<file path="src/rtl/vga_timing_gen.sv">
// Parametrised VGA raster timing generator: h/v counters, region decode, and a
// clock-enabled output pipeline that keeps syncs, video, coordinates and strobes aligned.
module vga_timing_gen #(
  parameter int H_ACTIVE = 640,
  parameter int H_FP     = 16,
  parameter int H_SYNC   = 96,
  parameter int H_BP     = 48,
  parameter int V_ACTIVE = 480,
  parameter int V_FP     = 10,
  parameter int V_SYNC   = 2,
  parameter int V_BP     = 29,
  parameter bit H_POL    = 1'b0,
  parameter bit V_POL    = 1'b0,
  parameter int CW       = 11,
  parameter int PIPE_DLY = 0,
  parameter int FRAME_W  = 8
) (
  input  logic               refresh_clk,
  input  logic               rst,
  input  logic               ce,
  output logic               sync_h,
  output logic               sync_v,
  output logic               vidon,
  output logic [CW-1:0]      pixel_x,
  output logic [CW-1:0]      pixel_y,
  output logic               line_start,
  output logic               frame_start,
  output logic [FRAME_W-1:0] frame_cnt
);

  localparam int H_TOTAL     = H_SYNC + H_BP + H_ACTIVE + H_FP;
  localparam int V_TOTAL     = V_SYNC + V_BP + V_ACTIVE + V_FP;
  localparam int H_ACT_START = H_SYNC + H_BP;
  localparam int H_ACT_END   = H_ACT_START + H_ACTIVE;
  localparam int V_ACT_START = V_SYNC + V_BP;
  localparam int V_ACT_END   = V_ACT_START + V_ACTIVE;

  typedef struct packed {
    logic               hs;
    logic               vs;
    logic               vid;
    logic [CW-1:0]      x;
    logic [CW-1:0]      y;
    logic               ls;
    logic               fs;
    logic [FRAME_W-1:0] fc;
  } stage_t;

  localparam stage_t STAGE_RST = '{hs: !H_POL, vs: !V_POL, vid: 1'b0, x: '0, y: '0,
                                   ls: 1'b0, fs: 1'b0, fc: '0};

  logic [CW-1:0]      hc_q, hc_d, vc_q, vc_d;
  logic [FRAME_W-1:0] frame_q, frame_d;
  logic               h_last, v_last;

  always_comb begin
    h_last  = (hc_q == CW'(H_TOTAL - 1));
    v_last  = (vc_q == CW'(V_TOTAL - 1));
    hc_d    = hc_q;
    vc_d    = vc_q;
    frame_d = frame_q;
    if (ce) begin
      hc_d = h_last ? '0 : hc_q + CW'(1);
      if (h_last) begin
        vc_d = v_last ? '0 : vc_q + CW'(1);
        if (v_last) begin
          frame_d = frame_q + FRAME_W'(1);
        end
      end
    end
  end

  always_ff @(posedge refresh_clk or negedge rst) begin
    if (!rst) begin
      hc_q    <= '0;
      vc_q    <= '0;
      frame_q <= '0;
    end else begin
      hc_q    <= hc_d;
      vc_q    <= vc_d;
      frame_q <= frame_d;
    end
  end

  // Region decode of the current counter value; becomes stage 0 of the pipeline.
  stage_t dec;
  logic   h_act, v_act;

  always_comb begin
    dec    = STAGE_RST;
    h_act  = (hc_q >= CW'(H_ACT_START)) && (hc_q < CW'(H_ACT_END));
    v_act  = (vc_q >= CW'(V_ACT_START)) && (vc_q < CW'(V_ACT_END));
    dec.hs = (hc_q < CW'(H_SYNC)) ? H_POL : !H_POL;
    dec.vs = (vc_q < CW'(V_SYNC)) ? V_POL : !V_POL;
    dec.vid = h_act && v_act;
    dec.x  = (h_act && v_act) ? hc_q - CW'(H_ACT_START) : '0;
    dec.y  = (h_act && v_act) ? vc_q - CW'(V_ACT_START) : '0;
    dec.ls = (hc_q == '0);
    dec.fs = (hc_q == '0) && (vc_q == '0);
    dec.fc = frame_q;
  end

  stage_t pipe_q [PIPE_DLY+1];
  stage_t pipe_d [PIPE_DLY+1];

  generate
    for (genvar gi = 0; gi <= PIPE_DLY; gi++) begin : g_pipe
      if (gi == 0) begin : g_head
        assign pipe_d[gi] = ce ? dec : pipe_q[gi];
      end else begin : g_tail
        assign pipe_d[gi] = ce ? pipe_q[gi-1] : pipe_q[gi];
      end

      always_ff @(posedge refresh_clk or negedge rst) begin
        if (!rst) begin
          pipe_q[gi] <= STAGE_RST;
        end else begin
          pipe_q[gi] <= pipe_d[gi];
        end
      end
    end
  endgenerate

  assign sync_h      = pipe_q[PIPE_DLY].hs;
  assign sync_v      = pipe_q[PIPE_DLY].vs;
  assign vidon       = pipe_q[PIPE_DLY].vid;
  assign pixel_x     = pipe_q[PIPE_DLY].x;
  assign pixel_y     = pipe_q[PIPE_DLY].y;
  assign line_start  = pipe_q[PIPE_DLY].ls;
  assign frame_start = pipe_q[PIPE_DLY].fs;
  assign frame_cnt   = pipe_q[PIPE_DLY].fc;

endmodule

</file>
<file path="config.mk">
export PLATFORM = sky130hd
export DESIGN_NAME = vga_timing_gen
export DESIGN_NICKNAME = d
export VERILOG_FILES = /design/src/rtl/vga_timing_gen.sv
export SDC_FILE = /design/constraint.sdc
export NUM_CORES = 1
export LEC_CHECK = 0
export CELL_PAD_IN_SITES_DETAIL_PLACEMENT = 0
export CELL_PAD_IN_SITES_GLOBAL_PLACEMENT = 1
export CORE_ASPECT_RATIO = 1.2
export CORE_MARGIN = 2
export CORE_UTILIZATION = 36
export DETAILED_ROUTE_END_ITERATION = 16
export PLACE_DENSITY_LB_ADDON = 0.1
export SLEW_MARGIN = 20
export SYNTH_ARGS = -nofsm -noshare
export SYNTH_HDL_FRONTEND = slang
export SYNTH_SLANG_ARGS = --single-unit
</file>
<file path="constraint.sdc">
create_clock -name refresh_clk -period 1.8 [get_ports refresh_clk]
set_input_delay 0.54 -clock refresh_clk [delete_from_list [all_inputs] [get_ports refresh_clk]]
set_output_delay 0.54 -clock refresh_clk [all_outputs]
set_load 0.01 [all_outputs]
</file>
==> results.sh, run 1 <==
export IMPL_outcome="complete, but fails checks"
export IMPL_violations="negative setup slack"
export IMPL_fp_dieArea_sq_um=10040
export IMPL_num_antenna_cells=0
export IMPL_fin_ws_ns=-0.05237
export IMPL_avgSynthCellArea_sq_um=10.41
export IMPL_critPathCaptureType="register"
export IMPL_final_cell_mix="dfrtp_1, buf_4, inv_1, dlymetal6s2s_1, nand2_1"
export IMPL_rsz0062_at_grt="yes"
export IMPL_viasPerCell=5.015
export IMPL_layout_commonest_cell="dfrtp_1"
export IMPL_seq_area_frac_synth=0.4891
export IMPL_portBuffers=37
export IMPL_finalSetupViolCount=22
export IMPL_synth_nets=332
export IMPL_syn_area_sq_um=3331
export IMPL_cpPeakStageDelay_ns=0.40
export IMPL_multi_input_area_sq_um=1633
export IMPL_min_period_ns=1.852
export IMPL_layout_nets=421
export IMPL_whs_ns=0.1999
export IMPL_worst_pin_slew_ns=0.3898
export IMPL_cp_start_kind="register"
export IMPL_synth_edf_count=0
export IMPL_critPathKind="reg2reg"
export IMPL_crit_fanout=10
export IMPL_dp_slack_ns=-0.5061
export IMPL_fin_skew_ns=0.008337
export IMPL_vias=2678
export IMPL_cts_sinks=65
export IMPL_fp_coreArea_sq_um=9034
export IMPL_grt_pass1_wl_um=13740
export IMPL_async_flop_share=1.000
export IMPL_ir_drop_v=0.0003952
export IMPL_cts_root_buf="clkbuf_8"
export IMPL_cts_buffers=9
export IMPL_grt_overflow=0
export IMPL_final_area_sq_um=4664
export IMPL_routed_wl_um=8052
export IMPL_num_rows=38
export IMPL_clk_path_buf_depth=2
export IMPL_synth_flop_cell="dfrtp_1"
export IMPL_antenna_found_initial=0
export IMPL_post_dp_hpwl_um=5520
export IMPL_route_detailed_drc=0
export IMPL_maxCapViolations=0
export IMPL_synth_seq_cells=65
export IMPL_hold_buffers=0
export IMPL_slew_headroom=0.7402
export IMPL_drive_gt1_frac=0.2971
export IMPL_cellPowerDensity_nw_per_um2=781.1
export IMPL_insertion_delay_ns=0.35
export IMPL_synthTopCellsByArea="dfrtp_1, o32ai_1, inv_1, xnor2_1, ha_1"
export IMPL_crit_slowest_cell="dfrtp_1"
export IMPL_die_y_um=109.4
export IMPL_drtPass1Iterations=4
export IMPL_syn_to_final_growth_pct=40.04
export IMPL_final_core_util=0.5163
export IMPL_io_pin_count=38
export IMPL_r2r_start="hc_q[5]"
export IMPL_synth_cells=320
export IMPL_grt_usage=0.1751
export IMPL_arrival_ns=2.06
export IMPL_worstPathRequired_ns=2.01
export IMPL_hold_path_class="in2async"
export IMPL_fillCellCount=845
export IMPL_clkTransAtPathRegs_ns=0.07
export IMPL_critical_path_cell_chain="or3_4, o21bai_4, a2111oi_4, buf_6, o32ai_2"
export IMPL_r2r_setup_slack_ns=-0.05
export IMPL_die_width_um=91.81
export IMPL_drt_first_iter_violations=119
export IMPL_grt_max_degree=66
export IMPL_antenna_left=0
export IMPL_fin_crit_sh=1.029
export IMPL_grt_pass1_vias=2696
export IMPL_synth_largest_area_cell="dfrtp_1"
export IMPL_seq_area_sq_um=1629
export IMPL_start_util=0.3687
export IMPL_tritoncts="built"
export IMPL_wire_per_inst_um=15.08
export IMPL_gp_congestion=0.8980
export IMPL_hold_viol=0
export IMPL_slew_violations=0
export IMPL_place_area_sq_um=4209
export IMPL_yosysTopAreaCellShare=0.4733
export IMPL_finalPower_mw=3.644
export IMPL_htreeDepth=3
export IMPL_yosys_cell_types_count=46
export IMPL_yosys_warnings=0
export IMPL_fmax_ghz=0.5399
export IMPL_rr_worst_depth=5
export IMPL_r2r_end="pixel_y[0]"
export IMPL_p_leak_nw=2.578
-- cells by family (layout without fill, tap and decap cells) --
logic type | after synthesis | after routing | share of synthesized area
AND/OR/NAND/NOR | 85 | 85 | 0.1439
XOR/XNOR | 26 | 26 | 0.06837
AO/OA/AOI/OAI | 63 | 63 | 0.1443
flip-flops | 65 | 65 | 0.4891
adder cells (fa/ha/maj) | 9 | 9 | 0.03381
buffers and inverters | 60 | 154 | 0.08077
multiplexers | 12 | 12 | 0.03982
-- sequential cells by signal (all words and copies together) (netlist names) --
register     count
pixel_y         11
pixel_x         11
sync_v           1
frame_start      1
vc_q            11
line_start       1
sync_h           1
hc_q            11
frame_q          8
vidon            1
frame_cnt        8
-- metrics by stage --
stage / setup TNS [ns] / instances
5_1_grt: -2.766 / 534
6_report: -0.6168 / 534
3_5_place_dp: -17.98 / 511
3_3_place_gp: -17.29 / 511
4_1_cts: -0.3357 / 532
2_1_floorplan: -1.130 / 320
-- worst max path at each step --
| stage | startpoint | end | slack (ns) | depth (start not counted) |
|---|---|---|---|---|
| floorplan | vc_q[5] | frame_q[1] | -0.06 | 5 |
| global placement | ce | frame_start | -0.58 | 6 |
| detailed placement | ce | frame_start | -0.51 | 6 |
| CTS | hc_q[5] | vc_q[10] | -0.05 | 7 |
| global route | hc_q[5] | pixel_y[0] | -0.13 | 5 |
| finish | hc_q[5] | pixel_y[0] | -0.05 | 5 |
-- power breakdown --
group	switching, mW	leakage, nW	total, mW	internal (mW)
clock network	0.550	0.0932	1.12	0.569
registers	0.0442	0.876	1.55	1.51
logic	0.526	1.61	0.970	0.445
-- synth_stat cells, types with 4 or more instances --
cell      instances
ha_1              9
xnor2_1          15
nand4_1           5
nand2_1          19
buf_2             8
o21ai_0          15
buf_6             4
a22o_1            6
a21oi_1           4
inv_1            37
nand3_1           8
nor3_1            8
a31oi_1           5
xor2_1           11
clkbuf_1         10
mux2_2           10
o32ai_1          23
dfrtp_1          63
nor2_1           15
nor4_1            9
-- layer usage --
| layer | vias up | global-route usage | share of wire |
|---|---|---|---|
| met5 | - | 0 | 0 |
| li1 | 1321 | - | - |
| met1 | 1294 | 0.2447 | 0.48 |
| met3 | 10 | 0.03907 | 0.041 |
| met4 | 0 | 0.07463 | 0.015 |
| met2 | 53 | 0.2637 | 0.46 |
-- area by class of cell --
type,count,area share
flip-flops and latches,65,0.3492
multi-input cells,195,0.3501
clock buffers,13,0.03407
well taps,120,0.03219
inverters,37,0.02977
repair buffers,101,0.2014
clock inverters,3,0.003219
-- worst max-delay path: cells and delay by family (launching register included) --
kind            cells  cell delay (ns)
buf+inv             1             0.22
flops               1             0.40
compound gates      3             0.68
simple gates        1             0.40
-- what timing repair did --
item,CTS,global route
resized for setup,18,51
endpoints found under the setup margin,42,69
pin swaps,2,9
setup buffers,5,2
Note: power is estimated with default switching activity, not from simulation.
==> inputs of run 2 (changes only) <==
CELL_PAD_IN_SITES_DETAIL_PLACEMENT = default   (was 0)
CELL_PAD_IN_SITES_GLOBAL_PLACEMENT = default   (was 1)
CORE_MARGIN = default   (was 2)
PLACE_DENSITY_LB_ADDON = default   (was 0.1)
SKIP_LAST_GASP = 1   (was default)
==> results.sh, run 2 (synthesized netlist as in run 1, its figures left out) <==
export IMPL_r2r_setup_slack_ns=-0.09
export IMPL_grt_max_degree=30
export IMPL_grt_met3_usage=0.05014
export IMPL_arrival_ns=2.12
export IMPL_vias=2782
export IMPL_maxCapViolations=0
export IMPL_start_util=0.3687
export IMPL_crit_slowest_cell="dfrtp_1"
export IMPL_fp_coreArea_sq_um=9034
export IMPL_layout_cells_non_filler=550
export IMPL_grt_pass1_vias=2799
export IMPL_drt_first_iter_violations=124
export IMPL_num_rows=38
export IMPL_sw_frac_of_total=0.3164
export IMPL_slew_violations=0
export IMPL_r2r_end="pixel_y[1]"
export IMPL_r2r_start="hc_q[4]"
export IMPL_wire_per_inst_um=15.05
export IMPL_fin_skew_ns=0.01232
export IMPL_drive_gt1_frac=0.3512
export IMPL_violations="negative setup slack"
export IMPL_use_met1=0.2378
export IMPL_final_core_util=0.5460
export IMPL_gp_congestion=0.7942
export IMPL_io_pin_count=38
export IMPL_hold_viol=0
export IMPL_htreeDepth=3
export IMPL_min_period_ns=1.894
export IMPL_fmax_ghz=0.5279
export IMPL_final_cell_mix="buf_4, dfrtp_1, inv_1, dlygate4sd2_1"
export IMPL_ir_drop_v=0.0005666
export IMPL_die_width_um=89.81
export IMPL_die_y_um=107.4
export IMPL_p_int_mw=2.773
export IMPL_post_dp_hpwl_um=5614
export IMPL_cellPowerDensity_nw_per_um2=822.5
export IMPL_critPathKind="reg2reg"
export IMPL_seq_power_share=0.383
export IMPL_critical_path_cell_chain="or3_4, o21bai_4, a2111oi_4, buf_4, buf_6, o32ai_2"
export IMPL_layout_nets=437
export IMPL_slew_headroom=0.6702
export IMPL_cts_root_buf="clkbuf_8"
export IMPL_layout_commonest_cell="buf_4"
export IMPL_insertion_delay_ns=0.36
export IMPL_drtPass1Iterations=4
export IMPL_rsz0062_at_grt="yes"
export IMPL_viasPerCell=5.058
export IMPL_finalPower_mw=4.057
export IMPL_num_antenna_cells=0
export IMPL_outcome="complete, but fails checks"
export IMPL_route_detailed_drc=0
export IMPL_worst_pin_slew_ns=0.4902
export IMPL_cpPeakStageDelay_ns=0.42
export IMPL_fin_ws_ns=-0.09417
export IMPL_antenna_left=0
export IMPL_use_met2=0.2879
export IMPL_syn_to_final_growth_pct=48.08
export IMPL_p_leak_nw=2.491
export IMPL_antenna_found_initial=0
export IMPL_grt_busiest_layer="met2"
export IMPL_switchingPower_mw=1.284
export IMPL_fp_dieArea_sq_um=9642
export IMPL_routed_wl_um=8275
export IMPL_grt_usage=0.1831
export IMPL_crit_fanout=5
export IMPL_grt_pass1_wl_um=13670
export IMPL_portBuffers=37
export IMPL_worstPathRequired_ns=2.02
export IMPL_clkTransAtPathRegs_ns=0.08
export IMPL_hold_path_class="in2async"
export IMPL_grt_overflow=0
export IMPL_cts_sinks=65
export IMPL_finalSetupTns_ns=-1.527
export IMPL_tritoncts="built"
export IMPL_critPathCaptureType="register"
export IMPL_dp_cells=514
export IMPL_cp_start_kind="register"
export IMPL_clk_path_buf_depth=2
export IMPL_p_comb_frac=0.289
export IMPL_finalSetupViolCount=26
export IMPL_rr_worst_depth=6
export IMPL_clkPwrFrac=0.328
export IMPL_cts_buffers=9
export IMPL_fin_crit_sh=1.052
[run 2: changes by cell type in the layout (fill, tap and decap cells not counted), moves of 3 or more]
cell / previous run / this run
dlygate4sd2_1: 7 / 25
o32ai_2: 10 / 19
buf_6: 6 / 10
o32ai_4: 0 / 3
buf_4: 57 / 66
dlymetal6s2s_1: 27 / 11
o32ai_1: 13 / 1
clkinv_2: 3 / 0
[run 2: per-stage QoR]
stage / instance area, sq um / hold WS [ns] / setup WS [ns]
after global placement: 4244 / 0.4731 / -0.4973
after global routing: 4932 / 0.09148 / -0.1704
final: 4932 / 0.07923 / -0.09417
after floorplan: 3395 / 0.2444 / -0.05559
after CTS: 4687 / 0.07588 / -0.08241
after detailed placement: 4244 / 0.4708 / -0.4846
[run 2: layer usage]
metal / vias to the layer above / wire (um)
li1: 1344 / -
met2: 57 / 3906
met4: 0 / 156
met1: 1369 / 3905
met5: - / 0
met3: 12 / 307
[run 2: cell type report]
type                    count  area, sq um
clock buffers              11        151.4
clock inverters             5        62.56
fillers                   791         4101
inverters                  37        141.4
multi-input cells         195         1768
flip-flops and latches     65         1629
well taps                 120        150.1
repair buffers            117         1030
[run 2: repair_timing]
action / CTS / global route
gates resized for setup: 56 / 43
setup endpoints to repair: 62 / 49
hold buffers: 0 / 0
pin swaps: 8 / 15
gates cloned: 1 / 2
buffers inserted: 11 / 7
[run 2: how the worst max path moves through the flow]
stage                     startpoint          end  slack [ns]  cells after the start
final                        hc_q[4]   pixel_y[1]       -0.09                      6
after global routing         hc_q[4]   pixel_x[9]       -0.17                      7
after CTS                    hc_q[4]   pixel_y[3]       -0.08                      6
after detailed placement          ce      hc_q[9]       -0.48                      6
after global placement            ce  frame_start       -0.50                      6
after floorplan              vc_q[5]   frame_q[1]       -0.06                      5
[run 2: critical path, delay by kind of cell (launching register included)]
kind	cells	cell delay, ns
AO/OA/AOI/OAI	3	0.62
buffers and inverters	2	0.32
flip-flops	1	0.42
AND/OR/NAND/NOR	1	0.40
[run 2: power groups by stage]
| stage | Sequential, mW | Combinational, mW | Clock [mW] |
|---|---|---|---|
| after floorplan | 1.58 | 0.552 | 0 |
| after detailed placement | 1.58 | 0.938 | 0 |
| final | 1.55 | 1.17 | 1.33 |
| after CTS | 1.56 | 1.11 | 1.37 |
| after global routing | 1.56 | 1.27 | 1.42 |
| after global placement | 1.58 | 0.943 | 0 |
==> inputs of run 3 (changes only) <==
ABC_AREA = 1   (was default)
CORE_MARGIN = 5   (was default)
REMOVE_ABC_BUFFERS = 1   (was default)
==> results.sh, run 3 <==
export IMPL_min_period_ns=1.759
export IMPL_cellPowerDensity_nw_per_um2=985.3
export IMPL_grt_pass1_vias=2900
export IMPL_crit_fanout=2
export IMPL_antenna_left=0
export IMPL_layout_nets=495
export IMPL_syn_to_final_growth_pct=29.65
export IMPL_fp_dieArea_sq_um=11590
export IMPL_final_core_util=0.4723
export IMPL_grt_busiest_layer="met2"
export IMPL_synth_fa_ha_area_frac=0.03282
export IMPL_cts_sinks=65
export IMPL_cp_start_kind="register"
export IMPL_gp_congestion=0.8926
export IMPL_use_met1=0.1875
export IMPL_num_rows=39
export IMPL_ir_drop_v=0.0004873
export IMPL_yosys_area_share_simple=0.3129
export IMPL_syn_area_sq_um=3431
export IMPL_critPathCaptureType="primary output"
export IMPL_final_cell_mix="nand2_1, dfrtp_1, inv_1, nor2_1, buf_4"
export IMPL_cts_buffers=9
export IMPL_wire_per_inst_um=13.24
export IMPL_grt_met3_usage=0.03557
export IMPL_cpPeakStageDelay_ns=0.54
export IMPL_synth_common_cells="nand2_1, dfrtp_1, inv_1, nor2_1, nand3_1"
export IMPL_synth_xor_area_frac=0.04850
export IMPL_fin_ws_ns=0.04109
export IMPL_grt_overflow=0
export IMPL_cts_root_buf="clkbuf_16"
export IMPL_slew_headroom=0.7629
export IMPL_finalSetupViolCount=0
export IMPL_die_width_um=99.12
export IMPL_use_met2=0.2612
export IMPL_slew_violations=0
export IMPL_synthMuxAreaShare=0
export IMPL_seq_area_frac_synth=0.4748
export IMPL_clkTransAtPathRegs_ns=0.06
export IMPL_synth_largest_area_cell="dfrtp_1"
export IMPL_route_detailed_drc=0
export IMPL_dp_slack_ns=-0.2236
export IMPL_fmax_ghz=0.5685
export IMPL_clk_path_buf_depth=2
export IMPL_layout_cells_non_filler=611
export IMPL_synth_top_family_by_area="simple AND/OR/NAND/NOR gates"
export IMPL_grt_pass1_wl_um=13980
export IMPL_whs_ns=0.2196
export IMPL_dp_cells=595
export IMPL_cts_setup_buffers=0
export IMPL_cp_top_family="buffers and inverters"
export IMPL_synth_cells=422
export IMPL_fin_skew_ns=0.002734
export IMPL_synth_edf_count=0
export IMPL_worstPathRequired_ns=1.26
export IMPL_hold_buffers=0
export IMPL_async_flop_share=1.000
export IMPL_fin_crit_sh=0.9772
export IMPL_synth_compound_area_frac=0.05580
export IMPL_hold_viol=0
export IMPL_post_dp_hpwl_um=6015
export IMPL_grt_usage=0.1527
export IMPL_antenna_found_initial=0
export IMPL_routed_wl_um=8090
export IMPL_synth_flop_cell="dfrtp_1"
export IMPL_synthTopCellsByArea="dfrtp_1, nand2_1, xor2_1, inv_1, nor2_1"
export IMPL_synth_seq_cells=65
export IMPL_yosys_cell_types_count=33
export IMPL_insertion_delay_ns=0.33
export IMPL_maxCapViolations=0
export IMPL_drive_gt1_frac=0.1557
export IMPL_arrival_ns=1.22
export IMPL_p_leak_nw=2.400
export IMPL_num_antenna_cells=0
export IMPL_portBuffers=37
export IMPL_yosysTopAreaCellShare=0.4595
export IMPL_hold_path_class="in2async"
export IMPL_outcome="completed"
export IMPL_worst_pin_slew_ns=0.3520
export IMPL_crit_slowest_cell="clkdlybuf4s50_1"
export IMPL_start_util=0.3643
export IMPL_viasPerCell=4.776
export IMPL_critical_path_cell_chain="clkdlybuf4s50_1"
export IMPL_drtPass1Iterations=4
export IMPL_critPathBufInv=1
export IMPL_io_pin_count=38
export IMPL_layout_commonest_cell="nand2_1"
export IMPL_critPathKind="reg2out"
export IMPL_finalPower_mw=4.382
export IMPL_drt_first_iter_violations=137
export IMPL_yosys_warnings=0
export IMPL_vias=2918
export IMPL_grt_max_degree=66
export IMPL_die_y_um=116.9
export IMPL_fp_coreArea_sq_um=9418
export IMPL_synth_most_common_cell="nand2_1"
export IMPL_htreeDepth=3
export IMPL_rsz0062_at_grt="yes"
export IMPL_tritoncts="built"
export IMPL_avgSynthCellArea_sq_um=8.130
## run 3: changes by cell type after synthesis, moves of 6 or more
cell	change
mux2_2	-10
nor2_4	+6
nand3_1	+13
clkbuf_1	-7
nor2_1	+17
xnor2_1	-13
nand2_2	+9
xor2_1	+6
a22o_1	-6
nand2_1	+126
nor4_1	-9
o32ai_1	-23
## run 3: kinds of logic (layout without fill, tap and decap cells)
| group | Yosys count | after routing |
|---|---|---|
| simple gates | 239 | 239 |
| flops | 65 | 65 |
| buf+inv | 55 | 121 |
| compound gates | 35 | 35 |
| xor+xnor | 19 | 19 |
| fa+ha+maj | 9 | 9 |
## run 3: path summary, 6_finish.rpt
kind                               from      endpoint  slack (ns)  cells past startpoint
min in group refresh_clk   frame_cnt[4]  frame_cnt[4]        0.47                      2
max in group asynchronous           rst        sync_v        1.25                      2
max reg2reg                     hc_q[7]       vc_q[0]        0.12                      8
min reg2reg                frame_cnt[4]  frame_cnt[4]        0.47                      2
max                          pixel_y[6]    pixel_y[6]        0.04                      1
min                                 rst  frame_cnt[4]        0.22                      2
## run 3: area by class of cell
class,count,area [sq um]
clock buffers,9,225.2
clock inverters,7,118.9
fillers,922,4970
inverters,40,152.6
multi-input cells,302,1544
flip-flops and latches,65,1632
well taps,123,153.9
repair buffers,65,621.8
## run 3: timing repair
item	in CTS	in global routing
hold endpoints to repair	0	0
setup endpoints to repair	5	15
resized for setup	5	13
pin swaps	0	1
## run 3: through the flow
stage	instance area, sq um	TNS, ns
6_report	4448	0
5_1_grt	4448	-0.01134
4_1_cts	4418	0
3_5_place_dp	4080	-8.697
3_3_place_gp	4080	-8.231
2_1_floorplan	3326	-0.1965
## run 3: metal layers
layer	wire length, um	part of all wire
met5	0	0
met3	323	0.040
met2	3974	0.49
met1	3594	0.44
met4	197	0.024
## run 3: report_power, final
group / switching, mW / internal, mW
registers: 0.141 / 1.56
logic: 0.419 / 0.256
clock network: 0.653 / 1.35
